File: config.mk
export PLATFORM = sky130hd
export DESIGN_NAME = midi_msg_parser_flat
export DESIGN_NICKNAME = d
export VERILOG_FILES = /design/src/rtl/midi_msg_parser_if.sv /design/src/rtl/midi_msg_parser.sv /design/src/flat_wrapper.sv
export SDC_FILE = /design/constraint.sdc
export NUM_CORES = 1
export LEC_CHECK = 0
export ABC_AREA = 1
export CAP_MARGIN = 20
export CORE_AREA = 2 2 65 91
export CTS_BUF_LIST = sky130_fd_sc_hd__clkbuf_8
export DETAILED_ROUTE_END_ITERATION = 12
export DIE_AREA = 0 0 67 93
export PLACE_DENSITY_LB_ADDON = 0.15
export REMOVE_ABC_BUFFERS = 1
export SETUP_SLACK_MARGIN = 0.15
export SLEW_MARGIN = 20
export SYNTH_ARGS = -nofsm -noshare
export SYNTH_HDL_FRONTEND = slang
export SYNTH_SLANG_ARGS = --single-unit
File: constraint.sdc
create_clock -name clk -period 4.5 [get_ports clk]
set_input_delay 0.9 -clock clk [delete_from_list [all_inputs] [get_ports clk]]
set_output_delay 0.9 -clock clk [all_outputs]
set_load 0.01 [all_outputs]
File: src/rtl/midi_msg_parser_if.sv
// Byte-in / message-out bundle for the MIDI message parser.
// The slave side is the parser; the master side feeds bytes and observes results.
interface midi_msg_parser_if;
  logic       byte_valid;
  logic [7:0] byte_in;
  logic       byte_ferr;

  logic       msg_valid;
  logic [7:0] msg_status;
  logic [6:0] msg_data1;
  logic [6:0] msg_data2;
  logic [1:0] msg_len;

  logic       rt_valid;
  logic [7:0] rt_byte;

  logic       sysex_active;
  logic [7:0] frame_err_cnt;

  modport master (
    output byte_valid, byte_in, byte_ferr,
    input  msg_valid, msg_status, msg_data1, msg_data2, msg_len,
    input  rt_valid, rt_byte, sysex_active, frame_err_cnt
  );

  modport slave (
    input  byte_valid, byte_in, byte_ferr,
    output msg_valid, msg_status, msg_data1, msg_data2, msg_len,
    output rt_valid, rt_byte, sysex_active, frame_err_cnt
  );
endinterface

File: src/rtl/midi_msg_parser.sv
// MIDI byte-to-message parser: assembles channel-voice and system-common
// messages with running status, passes realtime bytes through immediately,
// swallows SysEx payloads and counts framing errors.
module midi_msg_parser #(
  parameter bit RUNNING_STATUS_EN = 1'b1,
  parameter bit VEL0_NOTEOFF      = 1'b1
) (
  input logic               clk,
  input logic               reset_n,
  midi_msg_parser_if.slave  bus
);

  typedef enum logic [1:0] {
    StIdle   = 2'd0,
    StVoice  = 2'd1,
    StCommon = 2'd2,
    StSysex  = 2'd3
  } state_e;

  state_e     state_q, state_d;
  logic [7:0] status_q, status_d;
  logic [1:0] need_q, need_d;
  logic [1:0] idx_q, idx_d;
  logic [6:0] data1_q, data1_d;

  logic       msg_valid_q, msg_valid_d;
  logic [7:0] msg_status_q, msg_status_d;
  logic [6:0] msg_data1_q, msg_data1_d;
  logic [6:0] msg_data2_q, msg_data2_d;
  logic [1:0] msg_len_q, msg_len_d;
  logic       rt_valid_q, rt_valid_d;
  logic [7:0] rt_byte_q, rt_byte_d;
  logic [7:0] ferr_cnt_q, ferr_cnt_d;

  logic       is_note_off_v0;

  // Note-on with velocity 0 completing on this byte is re-labelled as note-off.
  assign is_note_off_v0 = VEL0_NOTEOFF && (status_q[7:4] == 4'h9) &&
                          (bus.byte_in[6:0] == 7'd0);

  // Next-state decode: framing errors first, then realtime, status, data.
  always_comb begin
    state_d      = state_q;
    status_d     = status_q;
    need_d       = need_q;
    idx_d        = idx_q;
    data1_d      = data1_q;
    msg_valid_d  = 1'b0;
    msg_status_d = msg_status_q;
    msg_data1_d  = msg_data1_q;
    msg_data2_d  = msg_data2_q;
    msg_len_d    = msg_len_q;
    rt_valid_d   = 1'b0;
    rt_byte_d    = rt_byte_q;
    ferr_cnt_d   = ferr_cnt_q;

    if (bus.byte_valid) begin
      if (bus.byte_ferr) begin
        // Corrupt byte: drop it and restart data collection, keep status.
        idx_d = 2'd0;
        if (ferr_cnt_q != 8'hFF) ferr_cnt_d = ferr_cnt_q + 8'd1;
      end else if (bus.byte_in >= 8'hF8) begin
        // Realtime bytes never disturb the message in progress.
        rt_valid_d = 1'b1;
        rt_byte_d  = bus.byte_in;
      end else if (bus.byte_in[7]) begin
        idx_d    = 2'd0;
        status_d = bus.byte_in;
        case (bus.byte_in[7:4])
          4'h8, 4'h9, 4'hA, 4'hB, 4'hE: begin
            need_d  = 2'd2;
            state_d = StVoice;
          end
          4'hC, 4'hD: begin
            need_d  = 2'd1;
            state_d = StVoice;
          end
          default: begin
            case (bus.byte_in[3:0])
              4'h1, 4'h3: begin
                need_d  = 2'd1;
                state_d = StCommon;
              end
              4'h2: begin
                need_d  = 2'd2;
                state_d = StCommon;
              end
              4'h6: begin
                msg_valid_d  = 1'b1;
                msg_status_d = bus.byte_in;
                msg_data1_d  = 7'd0;
                msg_data2_d  = 7'd0;
                msg_len_d    = 2'd0;
                state_d      = StIdle;
              end
              4'h0:    state_d = StSysex;
              default: state_d = StIdle;
            endcase
          end
        endcase
      end else if (state_q == StVoice || state_q == StCommon) begin
        if (idx_q == 2'd0 && need_q == 2'd2) begin
          data1_d = bus.byte_in[6:0];
          idx_d   = 2'd1;
        end else begin
          msg_valid_d  = 1'b1;
          msg_status_d = status_q;
          msg_len_d    = need_q;
          idx_d        = 2'd0;
          if (need_q == 2'd1) begin
            msg_data1_d = bus.byte_in[6:0];
            msg_data2_d = 7'd0;
          end else begin
            msg_data1_d = data1_q;
            msg_data2_d = bus.byte_in[6:0];
            if (is_note_off_v0) msg_status_d = {4'h8, status_q[3:0]};
          end
          if (state_q == StCommon || !RUNNING_STATUS_EN) state_d = StIdle;
        end
      end
    end
  end

  // State and output registers, synchronous active-low reset.
  always_ff @(posedge clk) begin
    if (!reset_n) begin
      state_q      <= StIdle;
      status_q     <= 8'd0;
      need_q       <= 2'd0;
      idx_q        <= 2'd0;
      data1_q      <= 7'd0;
      msg_valid_q  <= 1'b0;
      msg_status_q <= 8'd0;
      msg_data1_q  <= 7'd0;
      msg_data2_q  <= 7'd0;
      msg_len_q    <= 2'd0;
      rt_valid_q   <= 1'b0;
      rt_byte_q    <= 8'd0;
      ferr_cnt_q   <= 8'd0;
    end else begin
      state_q      <= state_d;
      status_q     <= status_d;
      need_q       <= need_d;
      idx_q        <= idx_d;
      data1_q      <= data1_d;
      msg_valid_q  <= msg_valid_d;
      msg_status_q <= msg_status_d;
      msg_data1_q  <= msg_data1_d;
      msg_data2_q  <= msg_data2_d;
      msg_len_q    <= msg_len_d;
      rt_valid_q   <= rt_valid_d;
      rt_byte_q    <= rt_byte_d;
      ferr_cnt_q   <= ferr_cnt_d;
    end
  end

  assign bus.msg_valid     = msg_valid_q;
  assign bus.msg_status    = msg_status_q;
  assign bus.msg_data1     = msg_data1_q;
  assign bus.msg_data2     = msg_data2_q;
  assign bus.msg_len       = msg_len_q;
  assign bus.rt_valid      = rt_valid_q;
  assign bus.rt_byte       = rt_byte_q;
  assign bus.sysex_active  = (state_q == StSysex);
  assign bus.frame_err_cnt = ferr_cnt_q;

endmodule

File: src/flat_wrapper.sv
// flat-port wrapper written by rule: the top's interface ports become plain ports
module midi_msg_parser_flat 
#(
  parameter bit RUNNING_STATUS_EN = 1'b1,
  parameter bit VEL0_NOTEOFF      = 1'b1
)
  (clk, reset_n, bus_byte_valid, bus_byte_in, bus_byte_ferr, bus_msg_valid, bus_msg_status, bus_msg_data1, bus_msg_data2, bus_msg_len, bus_rt_valid, bus_rt_byte, bus_sysex_active, bus_frame_err_cnt);
  midi_msg_parser_if bus_i ();
  input logic clk;
  input logic reset_n;
  input wire logic [$bits(bus_i.byte_valid)-1:0] bus_byte_valid;
  input wire logic [$bits(bus_i.byte_in)-1:0] bus_byte_in;
  input wire logic [$bits(bus_i.byte_ferr)-1:0] bus_byte_ferr;
  output wire logic [$bits(bus_i.msg_valid)-1:0] bus_msg_valid;
  output wire logic [$bits(bus_i.msg_status)-1:0] bus_msg_status;
  output wire logic [$bits(bus_i.msg_data1)-1:0] bus_msg_data1;
  output wire logic [$bits(bus_i.msg_data2)-1:0] bus_msg_data2;
  output wire logic [$bits(bus_i.msg_len)-1:0] bus_msg_len;
  output wire logic [$bits(bus_i.rt_valid)-1:0] bus_rt_valid;
  output wire logic [$bits(bus_i.rt_byte)-1:0] bus_rt_byte;
  output wire logic [$bits(bus_i.sysex_active)-1:0] bus_sysex_active;
  output wire logic [$bits(bus_i.frame_err_cnt)-1:0] bus_frame_err_cnt;
  assign bus_i.byte_valid = bus_byte_valid;
  assign bus_i.byte_in = bus_byte_in;
  assign bus_i.byte_ferr = bus_byte_ferr;
  assign bus_msg_valid = bus_i.msg_valid;
  assign bus_msg_status = bus_i.msg_status;
  assign bus_msg_data1 = bus_i.msg_data1;
  assign bus_msg_data2 = bus_i.msg_data2;
  assign bus_msg_len = bus_i.msg_len;
  assign bus_rt_valid = bus_i.rt_valid;
  assign bus_rt_byte = bus_i.rt_byte;
  assign bus_sysex_active = bus_i.sysex_active;
  assign bus_frame_err_cnt = bus_i.frame_err_cnt;
  midi_msg_parser #(.RUNNING_STATUS_EN(RUNNING_STATUS_EN), .VEL0_NOTEOFF(VEL0_NOTEOFF)) u_core (.clk(clk), .reset_n(reset_n), .bus(bus_i));
endmodule
==> results of run 1 <==
==> stage by stage <==
step | instances | util, % | area (um^2) | total power, mW
final | 525 | 67.3 | 3660 | 1.23
after global routing | 525 | 67.3 | 3660 | 1.28
after CTS | 525 | 67.3 | 3660 | 1.24
after detailed placement | 509 | 63.2 | 3440 | 0.700
after global placement | 509 | 63.2 | 3440 | 0.697
after floorplan | 384 | - | 2790 | 0.646
==> flip-flops by register name, indices dropped and copies added, names as in the netlist <==
register and flops:
u_core.bus.frame_err_cnt 8, u_core.bus.msg_data1 7, u_core.bus.msg_data2 7, u_core.bus.msg_len 2, u_core.bus.msg_status 8, u_core.bus.msg_valid 1, u_core.bus.rt_byte 8, u_core.bus.rt_valid 1
u_core.data1_q 7, u_core.idx_q 1, u_core.need_q 2, u_core.state_q 2, u_core.status_q 8
==> synthesized netlist by cell type, types with 2 or more instances <==
| master | n | share of area, % |
|---|---|---|
| a21oi_1 | 52 | 9.0 |
| buf_4 | 3 | 0.78 |
| buf_6 | 4 | 1.6 |
| clkbuf_1 | 11 | 1.4 |
| dfxtp_1 | 62 | 43 |
| ha_1 | 3 | 1.3 |
| inv_1 | 35 | 4.5 |
| inv_2 | 2 | 0.26 |
| nand2_1 | 90 | 12 |
| nand2_2 | 2 | 0.43 |
| nand2_4 | 2 | 0.78 |
| nand3_1 | 25 | 4.3 |
| nand4_1 | 2 | 0.43 |
| nor2_1 | 45 | 5.8 |
| nor2_2 | 3 | 0.65 |
| nor3_1 | 10 | 1.7 |
| o21ai_0 | 30 | 5.2 |
| or2_2 | 3 | 0.65 |
| xor2_1 | 5 | 1.5 |
==> cell usage in the layout, fill, tap and decap left out, types with 2 or more instances in the layout <==
master            n
nand2_1          90
dfxtp_1          62
clkdlybuf4s50_1  54
a21oi_1          52
nor2_1           45
inv_1            35
o21ai_0          30
nand3_1          25
nor3_1           10
clkbuf_8         10
xor2_1            5
nor2_2            3
or2_2             3
ha_1              3
buf_4             3
inv_2             2
nand2_2           2
nand2_4           2
nand4_1           2
clkinvlp_4        2
bufinv_16         2
clkinv_2          2
==> layout make-up <==
class	count	area (um^2)	share of cell area [%]
Multi-Input combinational cell	284	1410	38.4
Clock buffer	10	138	3.76
Clock inverter	6	85.1	2.32
Timing Repair Buffer	57	563	15.4
Tap cell	68	85.1	2.32
Inverter	38	145	3.96
Sequential cell	62	1240	33.9
==> routing by layer <==
metal	track usage (%)	vias to the layer above	wire length, um
met5	0	-	0
met1	29.2	1272	2920
met4	9.18	0	101
met2	41.4	80	3540
met3	5.54	12	331
li1	-	1396	-
==> report_power, final <==
part | switching (mW) | leakage [nW] | internal [mW]
registers | 0.00690 | 0.501 | 0.559
clock network | 0.218 | 0.108 | 0.325
logic | 0.0767 | 0.801 | 0.0448
total | 0.302 | 1.41 | 0.928
==> path summary, 6_finish.rpt <==
kind | from | endpoint | slack, ns | depth (start not counted)
setup / recovery | bus_byte_in[7] | u_core.data1_q[6] | 1.47 | 9
setup reg to reg | u_core.state_q[0] | u_core.bus.msg_data1[1] | 2.44 | 10
hold reg to reg | u_core.data1_q[1] | u_core.data1_q[1] | 0.45 | 2
hold / removal | u_core.data1_q[1] | u_core.data1_q[1] | 0.45 | 2
==> worst reg2reg max path, stage by stage, from the launching register on <==
cell and delay [ns]:
dfxtp_1 0.36, inv_1 0.05, ha_1 0.32, inv_1 0.10, nor2_2 0.06, nor2_4 0.11
nand2_2 0.09, nor2_8 0.32, nand2_4 0.25, o21ai_0 0.25, nor2_1 0.06
==> cells by family after synthesis <==
family,count (synthesis)
AO/OA/AOI/OAI,86
flip-flops,62
buffers and inverters,56
XOR/XNOR,6
AND/OR/NAND/NOR,189
adder cells (fa/ha/maj),3
==> summary.md, run 1 <==
| Metric | Value |
|---|---|
| Synth warnings | `0` |
| Post CTS Setup Buffer Count | `0` |
| Gate Count Post-Synth | `402` |
| All-Layer GR Usage | `24.3%` |
| Crit path DAT | `3.30 ns` |
| Worst relative slew slack | `53.1%` |
| Post-route ant nets | `0` |
| Routed WL | `6.89 mm` |
| Post-synthesis cell type count | `32` |
| Crit path top cell by count | `nor2_1` |
| Post-DP HPWL | `4.72 mm` |
| Outcome | `finished clean` |
| CP bufs+invs | `4` |
| Period minus WS final | `3.03 ns` |
| Ports | `55` |
| Clock Latency Late Sink | `0.34 ns` |
| Number of enable flip-flop cells after synthesis | `0` |
| Post-synthesis mux area share | `0%` |
| Rows | `32` |
| Compound-cell area share of the yosys netlist | `15.5%` |
| Synthesis-to-finish area growth | `26.2%` |
| Vias in the first global route | `2621` |
| Mean Syn Cell Area | `7.22 um^2` |
| Slew @ Worst Pin | `0.703 ns` |
| Crit share post-route | `67.2%` |
| GR Overflow Total | `0` |
| Initial Util | `53.3%` |
| CTS resizes | `0` |
| Final Net Count | `467` |
| WS Path Type | `in -> reg` |
| Die W | `67 um` |
| Initial DRT Pass Iterations | `5` |
| Post-Synth Adder-Cell Area | `1.29%` |
| Final hold viol count | `0` |
| Global-route wire length before repair | `11.9 mm` |
| Hold Crit Class | `reg -> reg` |
| Fin Setup TNS | `0 ns` |
| Synthesized area | `2900 um^2` |
| VDD IR max | `368 uV` |
| CP max FO | `22` |
| Initial antenna violation count | `0` |
| Pwr dens | `336 nW/um^2` |
| Max incr delay on CP | `0.52 ns` |
| DR iter-0 viols | `198` |
| Final GP Congestion | `0.837` |
| RSZ-0062 raised after global routing | `false` |
| XOR/XNOR Fraction of Synth Area | `1.81%` |
| Worst slack, placed | `1.15 ns` |
| Clk sinks | `62` |
| Vias per std cell | `5.26` |
| Worst Setup Start Kind | `input pin` |
| Number of buffers created by CTS | `9` |
| Hold Slack | `0.446 ns` |
| Die Height | `93 um` |
| DRC | `0` |
| Die Area | `6230 um^2` |
| Flop and latch count out of synthesis | `62` |
| # diodes | `0` |
| Final Setup Violations | `0` |
| CTS Hold Bufs | `0` |
| Synth Flop Type | `dfxtp_1` |
| Clock buffer depth | `2` |
| Avg WL per Cell | `13.1 um` |
| Root Buffer | `clkbuf_8` |
| Worst setup EP type | `flop` |
| Max_cap viols | `0` |
| Max-slew violations | `0` |
| CP Cell Sequence | `clkdlybuf4s50_1, buf_4, inv_1, nand3_1, nor2_1, nand3_1, inv_1, nor2_1, nor2_1` |
| Async S/R FF share, synth | `0%` |
| Share of layout cells above drive strength 1 | `8.75%` |
| Max Freq | `331 MHz` |
| Pin count of the biggest net entering global routing | `27` |
| Core footprint | `5450 um^2` |
| Largest family of logic cells by synthesized area | `simple AND/OR/NAND/NOR gates` |
| CTS tree | `done` |
| Crit path max-delay family | `buffers and inverters` |
| Worst Path Required | `4.78 ns` |
| Sequential element share of the synthesized area | `42.8%` |
| Clock slew at reported path FFs | `0.07 ns` |
| Vias after detailed routing | `2760` |
| PortBufs | `54` |
| Skew final | `0.00595 ns` |
| H-tree Lvls | `3` |
| Worst Setup Slack, final | `1.47 ns` |
| CP max-delay cell | `inv_1` |
| Filler cells | `507` |
| Leak | `1.41 nW` |
| Post-Synth Simple-Gate Area | `29.9%` |
No activity file was read; power rests on OpenSTA's default activity.
==> run 2, diff against run 1 <==
- CORE_AREA: 2 2 65 91 -> 2 2 65 92
- DIE_AREA: 0 0 67 93 -> 0 0 67 94
- clock period: 4.5 -> 3.05 ns (I/O delays scaled with it)
==> summary.md, run 2 (synthesized netlist as in run 1, its figures left out) <==
| Metric | Value |
|---|---|
| Global-route wire length before repair | `11.8 mm (was 11.9 mm)` |
| Routed WL | `6.76 mm (was 6.89 mm)` |
| Clock buffer depth | `2 (unchanged)` |
| Outcome | `finished clean (unchanged)` |
| CTS resizes | `0 (unchanged)` |
| Max-slew violations | `0 (unchanged)` |
| Leak | `1.42 nW (was 1.41 nW)` |
| RSZ-0062 raised after global routing | `false (unchanged)` |
| Crit path max-delay family | `simple AND/OR/NAND/NOR gates (was buffers and inverters)` |
| Post-DP HPWL | `4.66 mm (was 4.72 mm)` |
| DRC | `0 (unchanged)` |
| Skew final | `0.00917 ns (was 0.00595 ns)` |
| Synthesis-to-finish area growth | `27.0% (was 26.2%)` |
| Crit path DAT | `2.43 ns (was 3.30 ns)` |
| Max Freq | `459 MHz` |
| All-Layer GR Usage | `24.9% (was 24.3%)` |
| Crit share post-route | `71.5%` |
| Worst setup EP type | `flop (unchanged)` |
| Hold Crit Class | `reg -> reg (unchanged)` |
| Post-route ant nets | `0 (unchanged)` |
| Initial antenna violation count | `0 (unchanged)` |
| CTS tree | `done (unchanged)` |
| CP max FO | `26 (was 22)` |
| Clock Latency Late Sink | `0.35 ns (was 0.34 ns)` |
| Post CTS Setup Buffer Count | `0 (unchanged)` |
| Vias after detailed routing | `2702 (was 2760)` |
| Initial Util | `53.3% (unchanged)` |
| Worst Path Required | `3.29 ns (was 4.78 ns)` |
| Die Area | `6300 um^2 (was 6230 um^2)` |
| Period minus WS final | `2.18 ns` |
| Pin count of the biggest net entering global routing | `42 (was 27)` |
| WS Path Type | `in -> reg (unchanged)` |
| Pwr dens | `500 nW/um^2 (was 336 nW/um^2)` |
| Clock slew at reported path FFs | `0.08 ns (was 0.07 ns)` |
| Most frequent cells in the layout | `nand2_1 (90), dfxtp_1 (62), clkdlybuf4s50_1 (54), a21oi_1 (52), nor2_1 (45) (unchanged)` |
| GR Overflow Total | `0 (unchanged)` |
| Share of layout cells above drive strength 1 | `9.15% (was 8.75%)` |
| DR iter-0 viols | `177 (was 198)` |
| # diodes | `0 (unchanged)` |
| Ports | `55 (unchanged)` |
| Initial DRT Pass Iterations | `4 (was 5)` |
| Fin Setup TNS | `0 ns (unchanged)` |
| CP max-delay cell | `clkdlybuf4s50_1 (was inv_1)` |
| Max_cap viols | `0 (unchanged)` |
| Core footprint | `5450 um^2 (unchanged)` |
| CTS Hold Bufs | `0 (unchanged)` |
| Final Setup Violations | `0 (unchanged)` |
| Rows | `32 (unchanged)` |
| Vias per std cell | `5.13 (was 5.26)` |
| Die Height | `94 um (was 93 um)` |
| VDD IR max | `401 uV (was 368 uV)` |
| Final hold viol count | `0 (unchanged)` |
| CP bufs+invs | `2 (was 4)` |
| Slew @ Worst Pin | `0.715 ns (was 0.703 ns)` |
| Max incr delay on CP | `0.63 ns (was 0.52 ns)` |
| Vias in the first global route | `2655 (was 2621)` |
| Dpl cells | `511 (was 509)` |
| Number of buffers created by CTS | `9 (unchanged)` |
| Non-filler cells, final | `527 (was 525)` |
| Worst Setup Start Kind | `input pin (unchanged)` |
| Filler cells | `505 (was 507)` |
| Die W | `67 um (unchanged)` |
| Reg2reg setup slack | `1.05 ns (was 2.44 ns)` |
| Clk sinks | `62 (unchanged)` |
| Final Net Count | `469 (was 467)` |
| H-tree Lvls | `3 (unchanged)` |
| CP Cell Sequence | `clkdlybuf4s50_1, inv_2, nor2_4, nand2_2, nor2_8, nand2_4, o21ai_0, nor2_1 (was clkdlybuf4s50_1, buf_4, inv_1, nand3_1, nor2_1, nand3_1, inv_1, nor2_1, nor2_1)` |
| Avg WL per Cell | `12.8 um (was 13.1 um)` |
| Commonest non-fill, non-tap cell in the layout | `nand2_1 (unchanged)` |
| PortBufs | `54 (unchanged)` |
| Final GP Congestion | `0.850 (was 0.837)` |
| Worst relative slew slack | `52.3% (was 53.1%)` |
| Root Buffer | `clkbuf_8 (unchanged)` |
==> run 2: cell types whose count changed in the layout (fill, tap and decap cells not counted) <==
| cell | previous run | this run |
|---|---|---|
| inv_6 | 0 | 2 |
| buf_4 | 3 | 5 |
| clkinv_2 | 2 | 0 |
==> run 2: report_power, final <==
part	internal [mW]	switching (mW)
Clock	0.488	0.339
Sequential	0.824	0.0103
Combinational	0.0679	0.113
==> run 2: area by class of cell <==
| cell class | count | area, um^2 | share of cell area [%] |
|---|---|---|---|
| inverters | 38 | 145 | 3.94 |
| flip-flops and latches | 62 | 1240 | 33.7 |
| repair buffers | 59 | 578 | 15.7 |
| well taps | 68 | 85.1 | 2.31 |
| clock inverters | 6 | 92.6 | 2.51 |
| multi-input cells | 284 | 1410 | 38.2 |
| clock buffers | 10 | 138 | 3.73 |
==> run 2: per-stage QoR <==
step	util (%)	hold slack, ns	power (mW)	setup slack [ns]	area, um^2
2_1_floorplan	-	0.420	0.954	1.17	2790
3_3_place_gp	63.5	0.432	1.03	0.570	3460
5_1_grt	67.7	0.473	1.92	0.734	3690
6_report	67.7	0.442	1.84	0.869	3690
3_5_place_dp	63.5	0.432	1.03	0.512	3460
4_1_cts	67.7	0.444	1.86	0.893	3690
==> run 2: worst paths after layout <==
check,startpoint,to,cells after the start
setup / recovery,bus_byte_valid,u_core.bus.msg_data1[1],8
hold / removal,u_core.data1_q[1],u_core.data1_q[1],2
setup reg to reg,u_core.state_q[0],u_core.bus.msg_data1[1],10
hold reg to reg,u_core.data1_q[1],u_core.data1_q[1],2
==> run 2: per-layer routing <==
layer | track usage, % | up-vias | wire, um
met5 | 0 | - | 0
met4 | 12.6 | 0 | 86
met3 | 5.76 | 7 | 380
met2 | 42.2 | 72 | 3440
met1 | 28.7 | 1227 | 2850
li1 | - | 1396 | -
==> run 2: worst reg2reg max path, stage by stage, from the launching register on <==
cell and delay (ns):
dfxtp_1 0.36, inv_1 0.05, ha_1 0.31, inv_1 0.09, nor2_2 0.06, nor2_4 0.10, nand2_2 0.09, nor2_8 0.32
nand2_4 0.25, o21ai_0 0.22, nor2_1 0.06
